`config.mk`:
```
export PLATFORM = sky130hd
export DESIGN_NAME = pkt_byte_serializer_flat
export DESIGN_NICKNAME = d
export VERILOG_FILES = /design/src/rtl/pkt_byte_serializer_pkg.sv /design/src/rtl/pkt_byte_serializer_if.sv /design/src/rtl/pkt_byte_serializer.sv /design/src/flat_wrapper.sv
export SDC_FILE = /design/constraint.sdc
export NUM_CORES = 1
export LEC_CHECK = 0
export CORE_MARGIN = 10
export CORE_UTILIZATION = 55
export DETAILED_ROUTE_END_ITERATION = 16
export DONT_BUFFER_PORTS = 1
export PLACE_DENSITY = 0.83
export SLEW_MARGIN = 5
export SYNTH_ARGS = -nofsm -noshare
export SYNTH_HDL_FRONTEND = slang
export SYNTH_SLANG_ARGS = --single-unit
```
`constraint.sdc`:
```
create_clock -name i_clk -period 5.2 [get_ports i_clk]
set_clock_uncertainty 0.15 [all_clocks]
set_input_delay 1.04 -clock i_clk [delete_from_list [all_inputs] [get_ports i_clk]]
set_output_delay 1.04 -clock i_clk [all_outputs]
set_load 0.005 [all_outputs]
```
`src/rtl/pkt_byte_serializer_pkg.sv`:
```
// Shared types and constants for the packet-word to byte-stream serializer.
// Flag encodings, framing bytes, state encoding and small word-decoding helpers.
package pkt_byte_serializer_pkg;

  localparam int PKT_WORD_W = 134;
  localparam logic [7:0] PREAMBLE_BYTE = 8'h55;
  localparam logic [7:0] SFD_BYTE = 8'hD5;

  typedef enum logic [1:0] {
    FLAG_SINGLE = 2'b00,
    FLAG_HEAD   = 2'b01,
    FLAG_TAIL   = 2'b10,
    FLAG_MID    = 2'b11
  } flag_e;

  typedef struct packed {
    flag_e        flag;
    logic [3:0]   inv_cnt;
    logic [127:0] payload;
  } pkt_word_t;

  typedef enum logic [1:0] {
    ST_IDLE,
    ST_PRE,
    ST_DATA,
    ST_IFG
  } state_e;

  function automatic logic is_start(input flag_e f);
    return (f == FLAG_HEAD) || (f == FLAG_SINGLE);
  endfunction

  function automatic logic is_end(input flag_e f);
    return (f == FLAG_TAIL) || (f == FLAG_SINGLE);
  endfunction

  // Byte 0 sits in the most significant byte lane of the payload.
  function automatic logic [7:0] word_byte(input logic [127:0] p, input logic [3:0] idx);
    return p[{~idx, 3'b000} +: 8];
  endfunction

  function automatic logic [3:0] last_idx(input pkt_word_t w);
    return is_end(w.flag) ? (4'd15 - w.inv_cnt) : 4'd15;
  endfunction

  function automatic logic first_is_last(input pkt_word_t w);
    return is_end(w.flag) && (last_idx(w) == 4'd0);
  endfunction

endpackage

```
`src/rtl/pkt_byte_serializer_if.sv`:
```
// Packet word input, byte stream output and status pulses of the serializer.
// master drives packet words and consumes bytes; slave is the serializer.
interface pkt_byte_serializer_if;
  import pkt_byte_serializer_pkg::*;

  logic [PKT_WORD_W-1:0] iv_pkt_data;
  logic                  i_pkt_data_wr;
  logic                  o_pkt_data_ready;
  logic [7:0]            ov_pkt_data;
  logic                  o_pkt_data_wr;
  logic                  o_frame_done_pulse;
  logic                  o_format_err_pulse;
  logic                  o_stall_pulse;

  modport master (
    output iv_pkt_data, i_pkt_data_wr,
    input  o_pkt_data_ready, ov_pkt_data, o_pkt_data_wr,
    input  o_frame_done_pulse, o_format_err_pulse, o_stall_pulse
  );

  modport slave (
    input  iv_pkt_data, i_pkt_data_wr,
    output o_pkt_data_ready, ov_pkt_data, o_pkt_data_wr,
    output o_frame_done_pulse, o_format_err_pulse, o_stall_pulse
  );

endinterface

```
`src/rtl/pkt_byte_serializer.sv`:
```
// Serializes 134-bit packet words into a byte stream with optional preamble/SFD
// and a minimum inter-frame gap; accepts one word per 16 bytes, gap-free in a frame.
module pkt_byte_serializer
  import pkt_byte_serializer_pkg::*;
#(
  parameter bit PREAMBLE_EN = 1'b1,
  parameter int IFG_BYTES   = 12
) (
  input logic i_clk,
  input logic i_rst,
  pkt_byte_serializer_if.slave bus
);

  localparam logic [7:0] IFG_LOAD = 8'(IFG_BYTES - 1);

  state_e     state;
  pkt_word_t  held;
  logic [3:0] byte_idx;
  logic [2:0] pre_cnt;
  logic [7:0] ifg_cnt;
  logic       consumed;
  logic       stalled;
  logic       armed;

  logic [7:0] data_q;
  logic       wr_q;
  logic       done_q;
  logic       err_q;
  logic       stall_q;

  pkt_word_t  in_word;
  logic [3:0] nxt_idx;
  logic       ready;
  logic       accept;

  assign in_word = pkt_word_t'(bus.iv_pkt_data);
  assign nxt_idx = byte_idx + 4'd1;

  // armed keeps ready low until the first clock after reset release.
  always_comb begin
    ready = 1'b0;
    if (armed) begin
      case (state)
        ST_IDLE: ready = 1'b1;
        ST_DATA: ready = consumed || (!is_end(held.flag) && (byte_idx == 4'd15));
        default: ready = 1'b0;
      endcase
    end
  end

  assign accept = bus.i_pkt_data_wr && ready;

  always_ff @(posedge i_clk or posedge i_rst) begin
    if (i_rst) begin
      state    <= ST_IDLE;
      held     <= '0;
      byte_idx <= '0;
      pre_cnt  <= '0;
      ifg_cnt  <= '0;
      consumed <= 1'b0;
      stalled  <= 1'b0;
      armed    <= 1'b0;
      data_q   <= '0;
      wr_q     <= 1'b0;
      done_q   <= 1'b0;
      err_q    <= 1'b0;
      stall_q  <= 1'b0;
    end else begin
      armed   <= 1'b1;
      done_q  <= 1'b0;
      err_q   <= 1'b0;
      stall_q <= 1'b0;
      case (state)
        ST_IDLE: begin
          if (accept) begin
            if (is_start(in_word.flag)) begin
              held     <= in_word;
              stalled  <= 1'b0;
              consumed <= 1'b0;
              wr_q     <= 1'b1;
              if (PREAMBLE_EN) begin
                state   <= ST_PRE;
                pre_cnt <= '0;
                data_q  <= PREAMBLE_BYTE;
              end else begin
                state    <= ST_DATA;
                byte_idx <= '0;
                data_q   <= word_byte(in_word.payload, 4'd0);
                done_q   <= first_is_last(in_word);
              end
            end else begin
              err_q <= 1'b1;
            end
          end
        end

        ST_PRE: begin
          if (pre_cnt == 3'd7) begin
            state    <= ST_DATA;
            byte_idx <= '0;
            data_q   <= word_byte(held.payload, 4'd0);
            done_q   <= first_is_last(held);
          end else begin
            pre_cnt <= pre_cnt + 3'd1;
            data_q  <= (pre_cnt == 3'd6) ? SFD_BYTE : PREAMBLE_BYTE;
          end
        end

        // A start word inside a frame aborts it: no done pulse, straight to the gap.
        ST_DATA: begin
          if (accept) begin
            if (is_start(in_word.flag)) begin
              err_q   <= 1'b1;
              wr_q    <= 1'b0;
              state   <= ST_IFG;
              ifg_cnt <= IFG_LOAD;
            end else begin
              held     <= in_word;
              consumed <= 1'b0;
              byte_idx <= '0;
              wr_q     <= 1'b1;
              data_q   <= word_byte(in_word.payload, 4'd0);
              done_q   <= first_is_last(in_word);
            end
          end else if (consumed) begin
            wr_q <= 1'b0;
          end else if (is_end(held.flag) && (byte_idx == last_idx(held))) begin
            wr_q    <= 1'b0;
            state   <= ST_IFG;
            ifg_cnt <= IFG_LOAD;
          end else if (byte_idx == 4'd15) begin
            consumed <= 1'b1;
            wr_q     <= 1'b0;
            stalled  <= 1'b1;
            stall_q  <= !stalled;
          end else begin
            byte_idx <= nxt_idx;
            data_q   <= word_byte(held.payload, nxt_idx);
            done_q   <= is_end(held.flag) && (nxt_idx == last_idx(held));
          end
        end

        ST_IFG: begin
          if (ifg_cnt == 8'd0) begin
            state <= ST_IDLE;
          end else begin
            ifg_cnt <= ifg_cnt - 8'd1;
          end
        end

        default: state <= ST_IDLE;
      endcase
    end
  end

  assign bus.o_pkt_data_ready   = ready;
  assign bus.ov_pkt_data        = data_q;
  assign bus.o_pkt_data_wr      = wr_q;
  assign bus.o_frame_done_pulse = done_q;
  assign bus.o_format_err_pulse = err_q;
  assign bus.o_stall_pulse      = stall_q;

endmodule

```
`src/flat_wrapper.sv`:
```
// flat-port wrapper written by rule: the top's interface ports become plain ports
module pkt_byte_serializer_flat import pkt_byte_serializer_pkg::*;
#(
  parameter bit PREAMBLE_EN = 1'b1,
  parameter int IFG_BYTES   = 12
)
  (i_clk, i_rst, bus_iv_pkt_data, bus_i_pkt_data_wr, bus_o_pkt_data_ready, bus_ov_pkt_data, bus_o_pkt_data_wr, bus_o_frame_done_pulse, bus_o_format_err_pulse, bus_o_stall_pulse);
  pkt_byte_serializer_if bus_i ();
  input logic i_clk;
  input logic i_rst;
  input wire logic [$bits(bus_i.iv_pkt_data)-1:0] bus_iv_pkt_data;
  input wire logic [$bits(bus_i.i_pkt_data_wr)-1:0] bus_i_pkt_data_wr;
  output wire logic [$bits(bus_i.o_pkt_data_ready)-1:0] bus_o_pkt_data_ready;
  output wire logic [$bits(bus_i.ov_pkt_data)-1:0] bus_ov_pkt_data;
  output wire logic [$bits(bus_i.o_pkt_data_wr)-1:0] bus_o_pkt_data_wr;
  output wire logic [$bits(bus_i.o_frame_done_pulse)-1:0] bus_o_frame_done_pulse;
  output wire logic [$bits(bus_i.o_format_err_pulse)-1:0] bus_o_format_err_pulse;
  output wire logic [$bits(bus_i.o_stall_pulse)-1:0] bus_o_stall_pulse;
  assign bus_i.iv_pkt_data = bus_iv_pkt_data;
  assign bus_i.i_pkt_data_wr = bus_i_pkt_data_wr;
  assign bus_o_pkt_data_ready = bus_i.o_pkt_data_ready;
  assign bus_ov_pkt_data = bus_i.ov_pkt_data;
  assign bus_o_pkt_data_wr = bus_i.o_pkt_data_wr;
  assign bus_o_frame_done_pulse = bus_i.o_frame_done_pulse;
  assign bus_o_format_err_pulse = bus_i.o_format_err_pulse;
  assign bus_o_stall_pulse = bus_i.o_stall_pulse;
  pkt_byte_serializer #(.PREAMBLE_EN(PREAMBLE_EN), .IFG_BYTES(IFG_BYTES)) u_core (.i_clk(i_clk), .i_rst(i_rst), .bus(bus_i));
endmodule
```
# Yosys cells after proc, flatten, opt, wreduce, memory -nomap -nowiden
# Index checks and enable logic that the tools add are counted.
# word_totals
register_bits,166
input_bits,137
output_inout_bits,13
word_cells,166
# op_classes
addsub,5
n_eq_ne,30
shift,1
n_mux,82
bitwise_logic,1
n_reduce_logical,32
# ops
operator,count
$mux W134,4
$pmux W134 S2,1
$shiftx A128 B8 Y8,1
$mux W8,14
$mux W1,33
$mux W4,8
$pmux W8 S3,1
$reduce_and A7 Y1,3
$mux W2,8
$pmux W8 S2,1
$ne A2 B1 Y1 const B,6
$ne A2 B2 Y1 const B,6
$pmux W1 S2,6
$reduce_and A4 Y1,3
$reduce_and A5 Y1,2
$mux W3,3
$ne A3 B3 Y1 const B,3
$eq A2 B2 Y1 const B,4
$eq A4 B4 Y1,2
$logic_not A4 Y1,2
$logic_not A8 Y1,1
$pmux W2 S4,1
$pmux W4 S2,1
$reduce_bool A2 Y1,4
other kinds (18),33

# Logic depth before layout (Yosys ltp)
# Gate-level depths: netlist (run 1).
# logic_depth
ltp_word,10
mapped_depth,10
depth_no_buf,8

# Least setup slack after synthesis (run 1)
# OpenSTA, ideal clock, no wires.
# synth_path
kind,input to register
from,in bus_i_pkt_data_wr
to,reg u_core.state[1]
setup_ns,0.125
t_arrival_ns,2.506
required_time_ns,4.925
slack_ns,2.420
stages,6
n_path_buf,1
cell_sequence,and2_1 > dlymetal6s4s_1 > a2111oi_4 > nor2_2 > nor2_1 > mux2_2
# synth_via
elab_chain_len,3
word_cells_on_any_way,8
classes_between,eq/ne (4); mux (2); reduce/logical (2)
# synth_rtl
item,line_no,source
"start, declared",flat_wrapper.sv:12,input wire logic [$bits(bus_i.i_pkt_data_wr)-1:0] bus_i_pkt_data_wr;
$logic_and A1 B1 Y1 *,pkt_byte_serializer.sv:51,assign accept = bus.i_pkt_data_wr && ready;
$ne A3 B3 Y1 (no source line) (tied with other cells),-,
$reduce_and A7 Y1 (no source line) or $pmux W2 S4 (tied branches),-,
"end signal, assigned",pkt_byte_serializer.sv:55,state <= ST_IDLE;
"end signal, assigned",pkt_byte_serializer.sv:82,state <= ST_PRE;
"end signal, assigned",pkt_byte_serializer.sv:86,state <= ST_DATA;
"end, declared",pkt_byte_serializer.sv:16,state_e state;
# Every way passes the cells marked *; elsewhere a longest branch is shown, timed or not.
# A chain may end at the register's enable or synchronous reset.

# Worst setup path in the final report (run 1)
# layout_path
from,reg u_core.byte_idx[0]
to,out bus_o_pkt_data_ready
# layout_via
elab_chain_len,5
# layout_rtl
item,line_no,source
"start, declared",pkt_byte_serializer.sv:18,logic [3:0] byte_idx;
"start signal, assigned",pkt_byte_serializer.sv:137,byte_idx <= nxt_idx;
$eq A4 B4 Y1,pkt_byte_serializer.sv:45,ST_DATA: ready = consumed || (!is_end(held.flag) && (byte_idx == 4'd15));
$logic_and A1 B1 Y1,pkt_byte_serializer.sv:45,
$logic_or A1 B1 Y1,pkt_byte_serializer.sv:45,
$pmux W1 S2,pkt_byte_serializer.sv:43,case (state)
$mux W1,pkt_byte_serializer.sv:42,if (armed) begin
"end, declared",flat_wrapper.sv:13,output wire logic [$bits(bus_i.o_pkt_data_ready)-1:0] bus_o_pkt_data_ready;
# Every way passes these cells.

==> run_results.csv, run 1 <==
group,metric,value,unit
sta,fmax,0.266,GHz
die,row_count,44,
synthesis,async_flop_share,100,%
die,dieArea,20200,um2
global_route,grt_pass1_vias,5329,
clock_network,clk_pin_slew,0.07,ns
cells_and_area,layout.nets,755,
synthesis,synth.cell_area,8190,um2
worst_setup_path,cp.required,4.01,ns
clock_network,clk_latency,0.43,ns
sta,finalSetupTns,0,ns
power_and_ir_drop,power.density,618,nW/um2
clock_network,cts_root_buffer,"clkbuf_16",
synthesis,synth_edf_count,0,
cells_and_area,drive_gt1_share,33.3,%
global_route,grt.total_usage,19.6,%
synthesis,syn-num-nets,768,
sta,rsz0062_at_grt,"false",
worst_setup_path,path_class,"reg -> out",
worst_setup_path,cp-end-kind,"primary output",
drt,drcViolationCount,0,
run_status,outcome,"finished clean",
place,portBuffers,0,
drt,finalWirelength,19600,um
synthesis,synth_ff_type,"dfrtp_1",
worst_setup_path,path_buf_inv,0,
worst_setup_path,critPathSlowestCell,"dfrtp_2",
drt,num_vias,5028,
power_and_ir_drop,ir_worst_vdd,0.414,mV
synthesis,synth_xor_xnor_area_share,1.83,%
die,initial_utilization,56.3,%
global_route,antenna_found_initial,7,
cells_and_area,mostFrequentLayoutCells,"dfrtp_1 (164), mux2_2 (126), nand2_1 (43)",
power_and_ir_drop,leakagePower,3.98,nW
cells_and_area,final_common_cell,"dfrtp_1",
clock_network,ctsResizeCount,0,
sta,setup_violations,0,
hold_path,hold_class,"reg -> reg",
global_route,grt_max_degree,134,
power_and_ir_drop,seqPwrFrac,43.6,%
global_route,grt-ovfl-total,0,
synthesis,yosys.area_share.adder,1.53,%
run,drv_cap,0,
sta,relSlewSlack,25.3,%
cells_and_area,area_delta_synth_final,8.21,%
synthesis,synth-compound-area-share,8.41,%
die,die_x,142,um
power_and_ir_drop,p_comb_share,34.0,%
die,io_pins,150,
synthesis,synth_cells,621,
synthesis,synth-simple-area-share,6.42,%
clock_network,clock-sinks,165,
sta,post-route-min-period,3.76,ns
synthesis,yosysSeqAreaShare,50.4,%
power_and_ir_drop,p_sw_share,34.9,%
sta,final_max_slew_viol_count,0,
die,die_h,142,um
synthesis,synth_cell_type_count,68,
clock_network,cts_setup_buffers,0,
sta,tightest_slew,1.12,ns
worst_setup_path,timing.critical_path.from_type,"flop",
synthesis,synth_top_family_by_area,"multiplexers",
die,core_area,14500,um2
place,hpwl,14600,um
clock_network,cts-htree-levels,4,
drt,drt_iter0_markers,416,
power_and_ir_drop,clkPwrFrac,22.5,%
place,gp_congestion,0.917,
global_route,grt_pass1_wl,30300,um
power_and_ir_drop,internal-power,3.56,mW
clock_network,cts_tree,"yes",
drt,first_pass_iters,5,
power_and_ir_drop,p_switching,1.91,mW
worst_setup_path,cp.arrival,2.57,ns
synthesis,ys_ff_latch,165,
worst_setup_path,critPathTopFamily,"flip-flops",
worst_setup_path,crit_chain,"ha_1 -> a41o_1 -> a21oi_1 -> nor2b_1",
clock_network,cts.path.max_buffers,2,
drt,ant_nets,0,
clock_network,cts_buffers,17,
sta,finalHoldViolations,0,
sta,post-route-period-util,72.3,%
cells_and_area,final_core_util,60.9,%
clock_network,cts_hold_buf,0,
drt,vias_per_cell,6.21,
drt,wl_per_cell,24.3,um
synthesis,synth_warnings,0,
synthesis,syn_avg_cell_area,13.2,um2
synthesis,muxShareOfSynthArea,27.8,%
worst_setup_path,cpPeakStageDelay,0.98,ns
worst_setup_path,worst-path-max-fanout,34,
through the flow:
stage / power (mW) / hold slack [ns] / worst slack, ns / cell area, um2 / cells
floorplan: 3.74 / 0.278 / 1.91 / 8190 / 621
global placement: 4.12 / 0.310 / 1.70 / 8260 / 773
detailed placement: 4.24 / 0.316 / 1.59 / 8260 / 773
CTS: 5.50 / 0.351 / 1.40 / 8840 / 805
global route: 5.81 / 0.355 / 1.20 / 8850 / 808
finish: 5.48 / 0.347 / 1.44 / 8860 / 810
area by class of cell:
| cell class | count | area, um2 |
|---|---|---|
| clock inverters | 14 | 149 |
| well taps | 184 | 230 |
| fillers | 1109 | 5680 |
| diodes | 5 | 12.5 |
| repair buffers | 4 | 55.1 |
| clock buffers | 18 | 439 |
| multi-input cells | 404 | 3780 |
| flip-flops and latches | 165 | 4130 |
| inverters | 16 | 63.8 |
logic make-up after synthesis:
| group | Yosys count |
|---|---|
| multiplexers | 178 |
| flip-flops | 165 |
| AND/OR/NAND/NOR | 109 |
| AO/OA/AOI/OAI | 91 |
| buffers and inverters | 52 |
| XOR/XNOR | 15 |
| adder cells (fa/ha/maj) | 10 |
| other | 1 |
per-layer routing:
| metal | vias to the layer above | routed length, um | global-route usage [%] |
|---|---|---|---|
| met3 | 31 | 2060 | 9.85 |
| met2 | 180 | 9990 | 31.9 |
| li1 | 2262 | - | - |
| met5 | - | 21 | 0 |
| met1 | 2551 | 7140 | 21.6 |
| met4 | 4 | 429 | 7.10 |
synth_stat cells, types with 2 or more instances:
cell       count  area (um2)
inv_1         16        60.1
mux4_2        26         586
mux2i_1       16         160
o21ai_0       20         100
mux2_2       126        1420
a32o_1         3        30.0
o22ai_1        4        25.0
a211oi_1       5        37.5
mux2_1        10         113
buf_4         10        75.1
nor2_1        25        93.8
dfrtp_1      165        4130
nor3_1         4        20.0
o31ai_1        2        15.0
buf_2         10        50.1
nor4_1         3        18.8
nand4_1        2        12.5
a21oi_2        2        17.5
o21a_1         3        22.5
a221oi_1       3        26.3
buf_1          3        11.3
buf_6          3        33.8
a21oi_1       18        90.1
a22o_1         6        52.6
and2_1         3        18.8
ha_1          10         125
nand3_1        8        40.0
nand2_1       43         161
clkbuf_1       8        30.0
nand2b_1       2        12.5
o21ai_1        2        10.0
nor2b_1        4        25.0
a2111oi_0      4        35.0
or3_1          2        12.5
or2b_2         2        17.5
o211ai_1       2        15.0
xnor2_1        4        35.0
o211a_1        2        20.0
xor2_1        10        87.6
o2111ai_1      2        17.5
worst register-to-register path, cell delays in order, from the launching register on:
cell     delay (ns)
dfrtp_2        0.74
ha_1           0.49
xnor2_4        0.90
mux4_2         0.43
mux2i_1        0.34
o21ai_0        0.17
a21oi_1        0.22
o22ai_1        0.09
power groups by stage:
stage          logic, mW  clock network (mW)  registers (mW)
2_1_floorplan       1.58                   0            2.17
3_3_place_gp        1.76                   0            2.36
3_5_place_dp        1.85                   0            2.40
4_1_cts             1.87                1.25            2.39
5_1_grt             2.04                1.31            2.46
6_report            1.86                1.23            2.38
registers in the layout, summed over array words and instances (netlist names):
name / flops
u_core.armed: 1
u_core.bus.o_format_err_pulse: 1
u_core.bus.o_frame_done_pulse: 1
u_core.bus.o_pkt_data_wr: 1
u_core.bus.o_stall_pulse: 1
u_core.bus.ov_pkt_data: 8
u_core.byte_idx: 4
u_core.consumed: 1
u_core.held: 133
u_core.ifg_cnt: 8
u_core.pre_cnt: 3
u_core.stalled: 1
u_core.state: 2
final timing paths:
| path | from | end | slack, ns | cells after the start |
|---|---|---|---|---|
| setup / recovery | u_core.byte_idx[0] | bus_o_pkt_data_ready | 1.44 | 4 |
| hold / removal | u_core.held[65] | u_core.held[65] | 0.35 | 1 |
| setup reg to reg | u_core.byte_idx[0] | u_core.bus.ov_pkt_data[7] | 1.54 | 7 |
| hold reg to reg | u_core.held[65] | u_core.held[65] | 0.35 | 1 |
| max in group asynchronous | i_rst | u_core.held[103] | 3.29 | 2 |
| min in group asynchronous | i_rst | u_core.held[100] | 0.52 | 1 |
No activity file was read; power rests on OpenSTA's default activity.
==> inputs of run 2 (changes only) <==
- ABC_AREA: unset -> 1
- clock period: 5.2 -> 3.2 ns (I/O delays scaled with it)
==> run 2 against run 1 <==
Flip-flop and latch count stayed put. Worst setup slack worse by 1.1 ns. Die area up 1.0%. Total power rose by 82%. Via count increased by 43%. Register-to-register slack lost 1.2 ns.
==> run_results.csv, run 2 <==
group,metric,value,unit
run_status,outcome,"finished clean",
worst_setup_path,ff2ff_path_depth,12,
global_route,grt_max_degree,144,
synthesis,async_flop_share,100,%
synthesis,synth_top_area_cell,"dfrtp_1",
sta,whs,0.0706,ns
synthesis,yosys-top-cells-area,"dfrtp_1 (50%), nand2_1 (25%), nand3_1 (7.8%), o21ai_0 (2.7%), inv_1 (2.4%)",
global_route,grt_pass1_vias,6913,
drt,first_pass_iters,5,
clock_network,cts_hold_buf,0,
die,initial_utilization,56.6,%
clock_network,cts_buffers,17,
drt,num_vias,7182,
synthesis,yosysSeqAreaShare,49.9,%
die,row_count,44,
sta,finalSetupTns,0,ns
drt,wl_per_cell,17.1,um
worst_setup_path,worst-path-max-fanout,99,
worst_setup_path,cp.arrival,3.05,ns
worst_setup_path,cp-end-kind,"flop",
worst_setup_path,cp.required,3.41,ns
power_and_ir_drop,leakagePower,4.65,nW
run,drv_cap,0,
clock_network,cts_setup_buffers,0,
global_route,grt_pass1_wl,35500,um
die,io_pins,150,
clock_network,clock-sinks,165,
worst_setup_path,r2r-start,"u_core.state[0]",
cells_and_area,final_common_cell,"nand2_1",
sta,rsz0062_at_grt,"false",
synthesis,synth_edf_count,0,
clock_network,clk_pin_slew,0.06,ns
power_and_ir_drop,finalPower,9.95,mW
worst_setup_path,path_class,"reg -> reg",
worst_setup_path,ff2ff_setup_slack,0.37,ns
sta,post-route-period-util,88.5,%
die,core_area,14600,um2
clock_network,cts_tree,"yes",
synthesis,synth.cell_area,8280,um2
global_route,met1_usage,30.4,%
sta,post-route-min-period,2.83,ns
place,gp_congestion,0.887,
global_route,grt.total_usage,22.0,%
drt,finalWirelength,22200,um
sta,relSlewSlack,31.7,%
synthesis,syn-num-nets,1264,
hold_path,hold_class,"in -> async",
worst_setup_path,timing.critical_path.from_type,"flop",
drt,drt_iter0_markers,702,
global_route,busiest_layer,"met2",
place,portBuffers,0,
global_route,grt_use_met2,32.6,%
power_and_ir_drop,power.density,1110,nW/um2
cells_and_area,design_area,8950,um2
die,die_h,143,um
sta,tightest_slew,1.02,ns
cells_and_area,mostFrequentLayoutCells,"nand2_1 (548), dfrtp_1 (164), nand3_1 (129)",
sta,setup_violations,0,
synthesis,synth_top_cells_by_count,"nand2_1 (548), dfrtp_1 (165), nand3_1 (129)",
synthesis,ys_ff_latch,165,
drt,drcViolationCount,0,
place,dpl_cell_area,8380,um2
global_route,grt-ovfl-total,0,
place,hpwl,15800,um
clock_network,clk_latency,0.43,ns
drt,vias_per_cell,5.55,
clock_network,cts-htree-levels,4,
synthesis,post-synth-top-count-cell,"nand2_1",
die,dieArea,20400,um2
sta,fmax,0.353,GHz
cells_and_area,largest_reg_flops,133,
worst_setup_path,rr_endpoint,"u_core.held[15]",
synthesis,synth_ff_type,"dfrtp_1",
synthesis,synth_cell_type_count,31,
clock_network,ctsResizeCount,0,
cells_and_area,top_register,"u_core.held",
cells_and_area,area_delta_synth_final,8.13,%
cells_and_area,layout.nets,1243,
clock_network,cts.path.max_buffers,2,
global_route,antenna_found_initial,1,
global_route,grtUsageMet3,6.60,%
drt,ant_nets,0,
sta,final_max_slew_viol_count,0,
synthesis,syn_avg_cell_area,7.41,um2
clock_network,cts_root_buffer,"clkbuf_16",
power_and_ir_drop,ir_worst_vdd,0.572,mV
die,die_x,143,um
synthesis,synth_cells,1117,
synthesis,synth.top_cell.area_share,49.9,%
cells_and_area,drive_gt1_share,5.95,%
synthesis,synth_warnings,0,
sta,finalHoldViolations,0,
==> run 2: cell types whose count changed after synthesis, moves of 6 or more <==
cell / previous run / this run
mux2_1: 10 / 0
inv_1: 16 / 52
nand3_1: 8 / 129
nand4_1: 2 / 8
mux4_2: 26 / 0
mux2_2: 126 / 0
mux2i_1: 16 / 0
nand2_1: 43 / 548
nor2_1: 25 / 37
clkbuf_1: 8 / 27
a22o_1: 6 / 0
o21ai_1: 2 / 12
o21ai_0: 20 / 44
==> run 2: kinds of logic (layout without fill, tap and decap cells) <==
logic type | Yosys count | in the layout | share of synthesized area, %
buffers and inverters | 114 | 106 | 6.27
and+or+nand+nor | 734 | 734 | 35.9
xor gates and xnor gates | 9 | 9 | 0.952
AOI/OAI and AO/OA | 84 | 84 | 5.44
DFF | 165 | 165 | 49.9
other | 1 | 2 | 0.0453
adders and majority gates | 10 | 10 | 1.51
==> run 2: critical path, stage by stage, from the launching register on <==
cell	delay, ns
dfrtp_1	0.39
inv_1	0.08
ha_1	0.30
a21oi_1	0.21
o21ai_2	0.11
nand3_1	0.11
nand2_1	0.10
o21ai_2	0.13
nor2_4	0.07
clkinv_2	0.05
buf_4	0.75
nand2_1	0.15
nand2_1	0.10
==> run 2: final cells by class <==
cell class | instances | area, um2
Clock buffer | 22 | 474
Fill cell | 1315 | 5690
Inverter | 57 | 219
Multi-Input combinational cell | 838 | 3630
Antenna cell | 1 | 2.50
Sequential cell | 165 | 4130
Timing Repair Buffer | 17 | 165
Tap cell | 184 | 230
Clock inverter | 10 | 100
==> run 2: through the flow <==
step / utilization (%) / setup slack [ns] / cells
5_1_grt: 61.1 / 0.195 / 1293
2_1_floorplan: - / 0.311 / 1117
3_3_place_gp: 57.2 / 0.582 / 1261
4_1_cts: 61.1 / 0.430 / 1293
6_report: 61.2 / 0.368 / 1294
3_5_place_dp: 57.2 / 0.438 / 1261
==> run 2: layer usage <==
metal,vias to the layer above,share of wire (%)
li1,3478,-
met1,3340,44
met5,-,0
met3,32,10
met4,0,1.8
met2,332,44
==> run 2: power breakdown <==
part	internal, mW	leakage (nW)	switching [mW]	total (mW)
Sequential	3.07	2.07	0.570	3.64
Clock	1.13	0.269	0.823	1.96
Combinational	1.38	2.31	2.97	4.35
Total	5.59	4.65	4.37	9.95
==> run 2: worst max-delay path by stage <==
| stage | start | to |
|---|---|---|
| 2_1_floorplan | i_rst | u_core.armed |
| 3_5_place_dp | u_core.state[0] | u_core.held[123] |
| 3_3_place_gp | u_core.state[0] | u_core.held[119] |
| 4_1_cts | u_core.state[0] | u_core.held[123] |
| 6_report | u_core.state[0] | u_core.held[15] |
| 5_1_grt | u_core.state[0] | u_core.held[6] |
==> inputs of run 3 (changes only) <==
- PLACE_DENSITY: 0.83 -> 0.73
==> run 3 against run 2 <==
Flip-flop and latch count stayed put. Utilization is 0.27 points lower. Total power is 0.43% lower. Routed wire length is 0.43% higher. Non-clock buffer count is 3 lower. Global-route usage is 0.43 points higher. Clock-buffer cell count stayed put. Cell area is 0.45% lower. Register-to-register slack better by 0.03 ns. Clock power hardly changed. First-iteration DRC count is 15% higher. Combinational power is 0.9% lower.
==> run_results.csv, run 3 (synthesis gave the netlist of run 2 again) <==
group,metric,value,unit
sta,post-route-min-period,2.80,ns
worst_setup_path,cp.arrival,3.02,ns
clock_network,cts.path.max_buffers,2,
hold_path,worstHoldPathCells,2,
cells_and_area,final_common_cell,"nand2_1",
sta,setup_violations,0,
worst_setup_path,crit_top_cell,"nand2_1",
drt,drcViolationCount,0,
global_route,grt_pass1_vias,6873,
worst_setup_path,rr_endpoint,"u_core.held[27]",
drt,finalWirelength,22300,um
hold_path,hp-start,"bus_iv_pkt_data[6]",
drt,vias_per_cell,5.50,
cells_and_area,nFillCells,1403,
cells_and_area,seq_area,4130,um2
place,hpwl,15400,um
clock_network,cts_buffers,17,
drt,wl_per_cell,17.3,um
place,portBuffers,0,
die,initial_utilization,56.6,%
power_and_ir_drop,ir_worst_vdd,0.906,mV
run_status,outcome,"finished clean",
sta,finalSetupTns,0,ns
worst_setup_path,critPathTopFamily,"buffers and inverters",
cells_and_area,drive_gt1_share,5.70,%
power_and_ir_drop,leakagePower,4.64,nW
hold_path,hold_class,"in -> reg",
die,row_count,44,
sta,whs,0.173,ns
hold_path,holdPathEnd,"u_core.held[6]",
cells_and_area,multi_input_area,3630,um2
cells_and_area,top_register,"u_core.held",
sta,tightest_slew,0.897,ns
clock_network,ctsResizeCount,0,
sta,rsz0062_at_grt,"false",
drt,first_pass_iters,5,
sta,fmax,0.357,GHz
worst_setup_path,cp-end-kind,"flop",
clock_network,cts_root_buffer,"clkbuf_16",
worst_setup_path,critPathSlowestCell,"buf_4",
die,dieArea,20400,um2
die,die_x,143,um
die,die_h,143,um
worst_setup_path,ff2ff_setup_slack,0.40,ns
global_route,grt.total_usage,22.4,%
worst_setup_path,cp.depth,13,
sta,final_max_slew_viol_count,0,
worst_setup_path,cpPeakStageDelay,0.62,ns
worst_setup_path,path_class,"reg -> reg",
cells_and_area,n_antenna_cell,0,
global_route,grt_max_degree,166,
place,gp_congestion,0.903,
run,drv_cap,0,
sta,post-route-period-util,87.7,%
drt,drt_iter0_markers,809,
clock_network,cts_hold_buf,0,
drt,ant_nets,0,
clock_network,clock-sinks,165,
clock_network,cts_setup_buffers,0,
clock_network,clk_latency,0.43,ns
drt,num_vias,7101,
die,io_pins,150,
worst_setup_path,cp.required,3.42,ns
cells_and_area,mostFrequentLayoutCells,"nand2_1 (548), dfrtp_1 (164), nand3_1 (129)",
cells_and_area,largest_reg_flops,133,
power_and_ir_drop,power.density,1110,nW/um2
cells_and_area,area_delta_synth_final,7.64,%
worst_setup_path,r2r-start,"u_core.state[0]",
sta,relSlewSlack,40.2,%
worst_setup_path,ff2ff_path_depth,13,
global_route,grt_pass1_wl,35900,um
global_route,grt-ovfl-total,0,
cells_and_area,layout.nets,1240,
clock_network,cts_tree,"yes",
worst_setup_path,worst-path-max-fanout,82,
clock_network,clk_pin_slew,0.06,ns
worst_setup_path,timing.critical_path.from_type,"flop",
clock_network,cts-htree-levels,4,
global_route,antenna_found_initial,0,
worst_setup_path,path_buf_inv,4,
die,core_area,14600,um2
worst_setup_path,crit_chain,"inv_1 -> ha_1 -> a21oi_1 -> o21ai_2 -> nand3_1 -> nand2_1 -> buf_4 -> o21ai_2 -> nor2_4 -> clkinv_2 -> buf_4 -> nand2_1 -> nand2_1",
sta,finalHoldViolations,0,
power_and_ir_drop,finalPower,9.91,mW
==> run 3: changes by cell type in the layout (fill, tap and decap cells not counted), moves of 2 or more <==
cell,previous run,this run
buf_4,14,12
clkinv_2,2,4
clkinv_4,4,2
clkinvlp_4,5,3
==> run 3: metrics by stage <==
step / cell area [um2] / util (%) / setup slack [ns] / cells
final: 8910 / 60.9 / 0.395 / 1290
after global routing: 8910 / 60.9 / 0.159 / 1290
after CTS: 8910 / 60.9 / 0.425 / 1290
after detailed placement: 8340 / 57.0 / 0.452 / 1258
after global placement: 8340 / 57.0 / 0.548 / 1258
after floorplan: 8290 / - / 0.311 / 1117
==> run 3: worst max-delay path by stage <==
stage / start / endpoint / slack (ns)
finish: u_core.state[0] / u_core.held[27] / 0.40
global route: u_core.state[0] / u_core.held[114] / 0.16
CTS: u_core.state[0] / u_core.held[3] / 0.42
detailed placement: u_core.state[0] / u_core.held[3] / 0.45
global placement: u_core.state[0] / u_core.held[113] / 0.55
floorplan: i_rst / u_core.armed / 0.31
==> run 3: layout make-up <==
type	instances	share of cell area (%)
timing repair buffer	14	1.46
tap	184	2.58
multi-input combinational	838	40.8
inverter	57	2.46
clock buffer	22	5.32
sequential	165	46.3
clock inverter	10	1.09
==> run 3: power breakdown <==
| part | internal (mW) | switching (mW) |
|---|---|---|
| Clock | 1.14 | 0.836 |
| Sequential | 3.07 | 0.555 |
| Combinational | 1.37 | 2.94 |
==> run 3: layer usage <==
layer	track usage (%)	share of wire, %	up-vias
li1	-	-	3468
met1	29.9	43	3342
met2	33.8	46	266
met3	7.76	9.5	25
met4	6.35	1.4	0
met5	0	0	-
